==> src/rtl/sys_types.sv <==
// Shared element and tile types for the systolic-array output path
// (requant, tile_emitter, maxpool).
package sys_types;
   typedef logic signed [7:0] int8_t;

   localparam int TILE_N = 4;
   typedef int8_t [TILE_N-1:0][TILE_N-1:0] tile_t;
endpackage

==> src/rtl/tile_emitter_pkg.sv <==
// State encoding for the tile emitter drain FSM.
package tile_emitter_pkg;
   typedef enum logic {IDLE, DRAIN} state_t;
endpackage

==> src/rtl/tile_emitter.sv <==
// Captures one SA_N x SA_N int8 tile and drains it a row per cycle onto SA_N
// lanes, each tagged with its absolute coordinate and masked to the matrix.
module tile_emitter
   import sys_types::*;
   import tile_emitter_pkg::*;
#(
   parameter int SA_N   = 4,
   parameter int MAX_N  = 512,
   parameter int N_BITS = $clog2(MAX_N+1)
) (
   input  logic                             clk,
   input  logic                             reset,
   input  logic                             tile_valid,
   output logic                             tile_ready,
   input  int8_t [SA_N-1:0][SA_N-1:0]       tile_data,
   input  logic [N_BITS-1:0]                tile_row,
   input  logic [N_BITS-1:0]                tile_col,
   input  logic [N_BITS-1:0]                mat_rows,
   input  logic [N_BITS-1:0]                mat_cols,
   input  logic                             out_stall,
   output logic [SA_N-1:0]                  out_valid,
   output logic [SA_N-1:0][N_BITS-1:0]      out_row,
   output logic [SA_N-1:0][N_BITS-1:0]      out_col,
   output int8_t [SA_N-1:0]                 out_data,
   output logic [N_BITS-1:0]                pos_row,
   output logic [N_BITS-1:0]                pos_col,
   output logic                             tile_done
);
   localparam int CW = N_BITS + 1;
   localparam int RW = $clog2(SA_N);

   state_t                         state, state_nx;
   logic [RW-1:0]                  row_cnt;
   int8_t [SA_N-1:0][SA_N-1:0]     data_q;
   logic [N_BITS-1:0]              base_row_q, base_col_q, mat_rows_q, mat_cols_q;
   logic                           last_row, emit, capture;
   logic [CW-1:0]                  row_abs;
   logic [SA_N-1:0][CW-1:0]        col_abs;
   logic [SA_N-1:0]                lane_vld;

   assign last_row = (row_cnt == RW'(SA_N-1));
   assign emit     = (state == DRAIN) && !out_stall;
   assign capture  = tile_valid && tile_ready;

   always_comb begin
      tile_ready = 1'b0;
      state_nx   = state;
      case (state)
         IDLE: begin
            tile_ready = 1'b1;
            if (tile_valid) state_nx = DRAIN;
         end
         DRAIN: begin
            // Accepting on the last-row edge lets the next tile follow with no bubble.
            if (emit && last_row) begin
               tile_ready = 1'b1;
               state_nx   = tile_valid ? DRAIN : IDLE;
            end
         end
         default: state_nx = IDLE;
      endcase
   end

   // One extra bit so coordinates past 2^N_BITS still compare as out of bounds.
   assign row_abs = CW'(base_row_q) + CW'(row_cnt);

   for (genvar ch = 0; ch < SA_N; ch++) begin : g_lane
      assign col_abs[ch]  = CW'(base_col_q) + CW'(ch);
      assign lane_vld[ch] = (row_abs < CW'(mat_rows_q)) && (col_abs[ch] < CW'(mat_cols_q));
   end

   always_ff @(posedge clk) begin
      if (capture) begin
         data_q     <= tile_data;
         base_row_q <= tile_row;
         base_col_q <= tile_col;
         mat_rows_q <= mat_rows;
         mat_cols_q <= mat_cols;
      end
   end

   always_ff @(posedge clk or posedge reset) begin
      if (reset) begin
         state     <= IDLE;
         row_cnt   <= '0;
         out_valid <= '0;
         out_row   <= '0;
         out_col   <= '0;
         out_data  <= '0;
         pos_row   <= '0;
         pos_col   <= '0;
         tile_done <= 1'b0;
      end else begin
         state     <= state_nx;
         out_valid <= emit ? lane_vld : '0;
         tile_done <= emit && last_row;
         if (capture)   row_cnt <= '0;
         else if (emit) row_cnt <= row_cnt + 1'b1;
         if (emit) begin
            out_data <= data_q[row_cnt];
            for (int ch = 0; ch < SA_N; ch++) begin
               out_row[ch] <= row_abs[N_BITS-1:0];
               out_col[ch] <= col_abs[ch][N_BITS-1:0];
            end
            if (row_cnt == '0) begin
               pos_row <= base_row_q;
               pos_col <= base_col_q;
            end
         end
      end
   end
endmodule

==> config.mk <==
export PLATFORM = sky130hd
export DESIGN_NAME = tile_emitter
export DESIGN_NICKNAME = d
export VERILOG_FILES = /design/src/rtl/sys_types.sv /design/src/rtl/tile_emitter_pkg.sv /design/src/rtl/tile_emitter.sv
export SDC_FILE = /design/constraint.sdc
export NUM_CORES = 1
export LEC_CHECK = 0
export BUFFER_PORTS_ARGS = -buffer_cell sky130_fd_sc_hd__buf_4
export CORE_MARGIN = 1.5
export CORE_UTILIZATION = 45
export DETAILED_ROUTE_END_ITERATION = 8
export GPL_TIMING_DRIVEN = 0
export HOLD_SLACK_MARGIN = 0.06
export PLACE_DENSITY_LB_ADDON = 0.15
export SYNTH_ARGS = -nofsm -noshare
export SYNTH_HDL_FRONTEND = slang
export SYNTH_SLANG_ARGS = --single-unit
export TNS_END_PERCENT = 1
==> constraint.sdc <==
create_clock -name clk -period 5.23 [get_ports clk]
set_input_delay 0.2615 -clock clk [delete_from_list [all_inputs] [get_ports clk]]
set_output_delay 0.2615 -clock clk [all_outputs]
set_load 0.02 [all_outputs]
==> reports/metrics.yaml, run 1 <==
clock_network:
  cts_buffer_depth: 3
  cts_buffers: 30
  cts_root_buffer: "clkbuf_16"
  cts.sinks: 276
  cts_tree: "built"
  insertion_delay_ns: 0.57
  post_cts_buffers: 0
  cts.clk_slew.worst_paths_ns: 0.06
  ctsHtreeMaxLevel: 1
yosys:
  yosys_warnings: 0
  synth_seq_area_share: 0.6598
  ys_types: 44
  yosys.area.top_type_share: 0.4296
  synthTopCellsByArea: "edfxtp_1 (43%), dfrtp_1 (23%), nand2_1 (6.7%)"
  synth_common_cells: "nand2_1 (211), edfxtp_1 (168), dfrtp_1 (108), ha_1 (53), buf_4 (38)"
  async_reset_ff_frac: 0.3913
  synth_edf_count: 168
  synth_nets: 1064
  synth.ff_latch_count: 276
  yosysMostFrequentCell: "nand2_1"
  synthFlopType: "edfxtp_1"
  synth_top_area_cell: "edfxtp_1"
  avgSynthCellArea_sq_um: 14.01
  synth_area_sq_um: 11740
  syn_inst: 838
sta:
  worst_pin_slew_ns: 0.8449
  finalHoldViolCount: 0
  slew_viol_final: 0
  clock-skew-final_ns: 0.02397
  fmax_mhz: 307.3
  rsz0062_at_grt: "false"
  finalCritPeriodShare: 0.6221
  setup_viol: 0
  fin_crit_ns: 3.254
  fin_tns_setup_ns: 0
  maxSlewHeadroom: 0.4368
routing:
  drcViolationCount: 0
  wl_per_cell_um: 18.65
  vias: 8407
  firstDrtPassIters: 5
  viasPerCell: 4.916
  first_iter_violations: 522
  drt-total-wl_um: 31880
  ant_nets: 0
power:
  p_sw_w: 0.002697
  swShare: 0.3224
  pwr-share-clk: 0.285
  peakVddDrop_uv: 348.9
  power.density_nw_per_um2: 480.3
  combPwrFrac: 0.345
  intPower_w: 0.005671
  p_leak_nw: 7.702
  pwr-share-seq: 0.371
floorplanning:
  core_region_area_sq_um: 25400
  rows: 58
  num_io_pins: 310
  fp.dieW_um: 164.5
  fp.dieH_um: 164.5
  dieArea_sq_um: 27070
  initial_utilization: 0.4623
placed_design:
  place_area_sq_um: 14570
  port_buffers: 309
  place.detailed.hpwl_um: 20770
  gp_congestion: 0.7964
global_route:
  grt_max_degree: 71
  first_global_vias: 8904
  antenna_found_initial: 3
  grt_pass1_wl_um: 48820
  grt_overflow: 0
  grt.total_usage: 0.2396
critical_path:
  startpoint_type: "register"
  r2r_start: "base_col_q[1]"
  crit_type: "reg -> reg"
  arrival_ns: 3.70
  r2r-end: "out_valid[3]"
  reg2regPathDepth: 10
  crit_path_max_fanout: 7
  required_ns: 5.67
  r2r_slack_ns: 1.98
  crit_path_start: "base_col_q[1]"
  crit_path_end_kind: "register"
min_path:
  hp-class: "in -> async"
finish:
  final_nets: 1579
  fin_util: 0.6860
  drive_gt1_frac: 0.3551
  area_delta_synth_final_pct: 48.38
  final_cell_area_sq_um: 17420
job:
  drv_cap: 0
outcome:
  status: "completed"
==> worst max path at each step <==
stage,to,cells past startpoint
final,out_valid[3],10
after global routing,out_valid[3],10
after CTS,out_valid[3],10
after detailed placement,out_valid[3],10
after global placement,out_col[33],2
after floorplan,base_col_q[0],4
==> final cells by class <==
class / instances / area (sq um)
flip-flops and latches: 276 / 7747
diodes: 3 / 7.507
multi-input cells: 468 / 3461
inverters: 26 / 102.6
well taps: 330 / 412.9
clock buffers: 40 / 848.3
plain buffers: 68 / 439.2
repair buffers: 483 / 4114
clock inverters: 16 / 290.3
fillers: 1764 / 7976
==> timing repair <==
action / 4_1_cts / 5_1_grt
resized for setup: 0 / 0
hold buffers: 171 / 0
hold endpoints to repair: 209 / 0
==> state kept, by name (all words and copies together), names as in the netlist <==
name	flops
data_q	128
out_col	38
out_data	32
base_col_q	10
base_row_q	10
mat_cols_q	10
mat_rows_q	10
out_row	10
pos_col	10
pos_row	10
out_valid	4
row_cnt	2
state	1
tile_done	1
==> layout by cell type, fill, tap and decap left out, types with 15 or more instances in the layout <==
cell,n
dfrtp_1,108
xnor2_1,18
a21oi_1,19
mux2_2,27
ha_1,53
clkbuf_16,30
inv_1,25
mux4_2,32
nand2_1,211
buf_4,347
edfxtp_1,168
o21ai_0,15
nand3_1,16
dlygate4sd3_1,171
clkbuf_1,17
==> power groups by stage <==
stage,sequential [W],clock [W],combinational [W]
after floorplan,0.00347,0,0.00129
after detailed placement,0.00313,0,0.00279
final,0.00310,0.00238,0.00288
after global placement,0.00314,0,0.00273
after global routing,0.00316,0.00251,0.00312
after CTS,0.00309,0.00241,0.00290
==> through the flow <==
stage | power, W | cells | hold WS, ns | setup WS [ns]
floorplan | 0.004755 | 838 | 0.3604 | 1.388
global placement | 0.005870 | 1477 | 0.4398 | 0.4990
detailed placement | 0.005914 | 1480 | 0.2989 | 2.079
CTS | 0.008401 | 1707 | 0.2440 | 2.064
global route | 0.008791 | 1710 | 0.2602 | 1.808
finish | 0.008368 | 1710 | 0.2469 | 1.976
==> per-layer routing <==
metal,share of wire,track usage,vias to the layer above
li1,-,-,3963
met1,0.40,0.2979,4090
met2,0.50,0.4146,289
met3,0.061,0.04872,65
met4,0.035,0.08681,0
met5,0,0,-
==> critical path: stages (launching register included) <==
cell and delay (ns):
edfxtp_1 0.52, inv_1 0.19, ha_1 0.25, nand3b_1 0.23, nor2_2 0.25, xor2_1 0.23
ha_1 0.28, and3_1 0.20, a2111oi_0 0.62, a21oi_1 0.14, nor3_1 0.24
==> logic make-up (layout without fill, tap and decap cells) <==
kind of cell,after synthesis,after routing,share of synthesized area
buf+inv,94,633,0.04571
other cells,0,3,0
simple gates,269,269,0.09558
fa+ha+maj,54,54,0.05818
xor+xnor,32,32,0.02451
compound gates,53,53,0.02770
mux,60,60,0.08854
flops,276,276,0.6598
(Power assumes the default switching activity.)
==> inputs of run 2 (changes only) <==
Clock period 5.23 ns to 2.8 ns, I/O delays scaled along.
==> run 2 against run 1 <==
Effect of this change:
- via count decreased by 1.5%
- total power increased by 82%
- fmax increased by 20%
- combinational power rose by 90%
- first-iteration DRC count is 13% lower
- sequential share of layout area down 0.16 points
- sequential cell count unchanged
- design area rose by 0.35%
- core utilization increased by 0.24 points
- register-to-register slack got worse by 1.9 ns
- clock skew down 0.0087 ns
- critical endpoint is now out_valid[1]
- largest power group unchanged
==> reports/metrics.yaml, run 2 (same netlist as run 1, synthesis figures left out) <==
outcome:
  status: "completed"
finish:
  largest_reg_flops: 128
  fin_util: 0.6884
  final_nets: 1588
  area_delta_synth_final_pct: 48.90
  final_cell_mix: "buf_4 (355), nand2_1 (210), dlygate4sd3_1 (171)"
  top_regs: "data_q: 128 flops, out_col: 38 flops, out_data: 32 flops"
  seqCellArea_sq_um: 7747
  regMostFlops: "data_q"
  final_common_cell: "buf_4"
  drive_gt1_frac: 0.3651
  fill_cells: 1789
  multi_input_area_sq_um: 3547
placed_design:
  place.detailed.hpwl_um: 20780
  place_ws_ns: -0.4280
  gp_congestion: 0.8143
  port_buffers: 309
routing:
  vias: 8282
  first_iter_violations: 455
  firstDrtPassIters: 4
  drt-total-wl_um: 31050
  drcViolationCount: 0
  viasPerCell: 4.821
  ant_nets: 0
  wl_per_cell_um: 18.07
global_route:
  first_global_vias: 8736
  grt_overflow: 0
  grt_max_degree: 77
  grt_pass1_wl_um: 47400
  grt.total_usage: 0.2310
  antenna_found_initial: 2
critical_path:
  startpoint_type: "register"
  required_ns: 3.23
  crit_type: "reg -> reg"
  crit_path_max_fanout: 4
  worstPathCellList: "ha_2, fa_2, buf_4, xor2_1, ha_1, nand2_1, o21ai_0, a21oi_1, o21ai_2, nor3_2"
  crit_path_end_kind: "register"
  slowest_delay_ns: 0.39
  arrival_ns: 3.13
  critical-path-slowest-cell: "edfxtp_1"
clock_network:
  ctsHtreeMaxLevel: 1
  cts.clk_slew.worst_paths_ns: 0.06
  insertion_delay_ns: 0.57
  cts_root_buffer: "clkbuf_16"
  cts_buffers: 30
  cts.sinks: 276
  cts_buffer_depth: 3
  cts_tree: "built"
sta:
  fin_tns_setup_ns: 0
  fmax_mhz: 370.3
  setup_viol: 0
  fin_crit_ns: 2.700
  finalHoldViolCount: 0
  worst_slack_ns: 0.09983
  maxSlewHeadroom: 0.4830
  worst_pin_slew_ns: 0.7755
  slew_viol_final: 0
  holdWs_ns: 0.1453
  rsz0062_at_grt: "true"
  clock-skew-final_ns: 0.01529
  finalCritPeriodShare: 0.9643
floorplanning:
  initial_utilization: 0.4623
  dieArea_sq_um: 27070
  rows: 58
  fp.dieW_um: 164.5
  num_io_pins: 310
  core_region_area_sq_um: 25400
  fp.dieH_um: 164.5
power:
  peakVddDrop_uv: 671.7
  power.density_nw_per_um2: 873.2
  p_total_w: 0.01527
  p_leak_nw: 7.708
job:
  drv_cap: 0
min_path:
  hp-class: "in -> reg"
==> run 2: changes by cell type in the layout (fill, tap and decap cells not counted), sizes merged <==
cell	delta
clkinv	-4
bufinv	-5
diode	-1
buf	+10
clkbuf	+7
clkinvlp	+1
==> run 2: path summary, 6_finish.rpt <==
check / startpoint / end / slack, ns / cells past startpoint
setup / recovery: base_row_q[0] / out_valid[1] / 0.1 / 10
hold / removal: out_stall / out_col[19] / 0.15 / 4
setup reg to reg: base_row_q[0] / out_valid[1] / 0.1 / 10
hold reg to reg: out_col[12] / out_col[12] / 0.47 / 2
max in group asynchronous: reset / pos_col[1] / 1.58 / 6
min in group asynchronous: reset / pos_row[4] / 0.20 / 3
==> run 2: what timing repair did <==
action	CTS	global route
setup buffers	5	3
endpoints found under the hold margin	221	0
resized for setup	13	7
pin swaps	3	7
hold buffers	171	0
setup endpoints to repair	4	4
==> run 2: stage by stage <==
stage | cells | instance area (sq um)
after floorplan | 838 | 11750
after global placement | 1477 | 14480
after detailed placement | 1482 | 14600
after CTS | 1714 | 17430
after global routing | 1718 | 17480
final | 1718 | 17480
==> run 2: metal layers <==
layer | part of all wire | track usage | up-vias | wire length (um)
met5 | 0 | 0 | - | 0
met4 | 0.025 | 0.06388 | 0 | 769
met3 | 0.063 | 0.05173 | 51 | 1963
met2 | 0.51 | 0.4120 | 260 | 15890
met1 | 0.40 | 0.2812 | 4009 | 12420
li1 | - | - | 3962 | -
==> run 2: final cells by class <==
class	count	share of cell area
sequential	276	0.4431
timing repair buffer	493	0.2406
multi-input combinational	468	0.2029
clock buffer	48	0.05195
buffer	67	0.02490
tap	330	0.02362
clock inverter	8	0.006870
inverter	26	0.005796
antenna	2	0.0002862
==> run 2: critical path: cells and delay by family, from the launching register on <==
kind	cells	cell delay [ns]
compound gates	3	0.79
xor+xnor	1	0.18
fa+ha+maj	3	0.90
buf+inv	1	0.16
flops	1	0.39
simple gates	2	0.14
==> run 2: power by group <==
group	switching [W]	total (W)	internal, W
Clock	0.00162	0.00403	0.00241
Combinational	0.00289	0.00547	0.00258
Sequential	0.000485	0.00577	0.00528
Total	0.00500	0.0153	0.0103
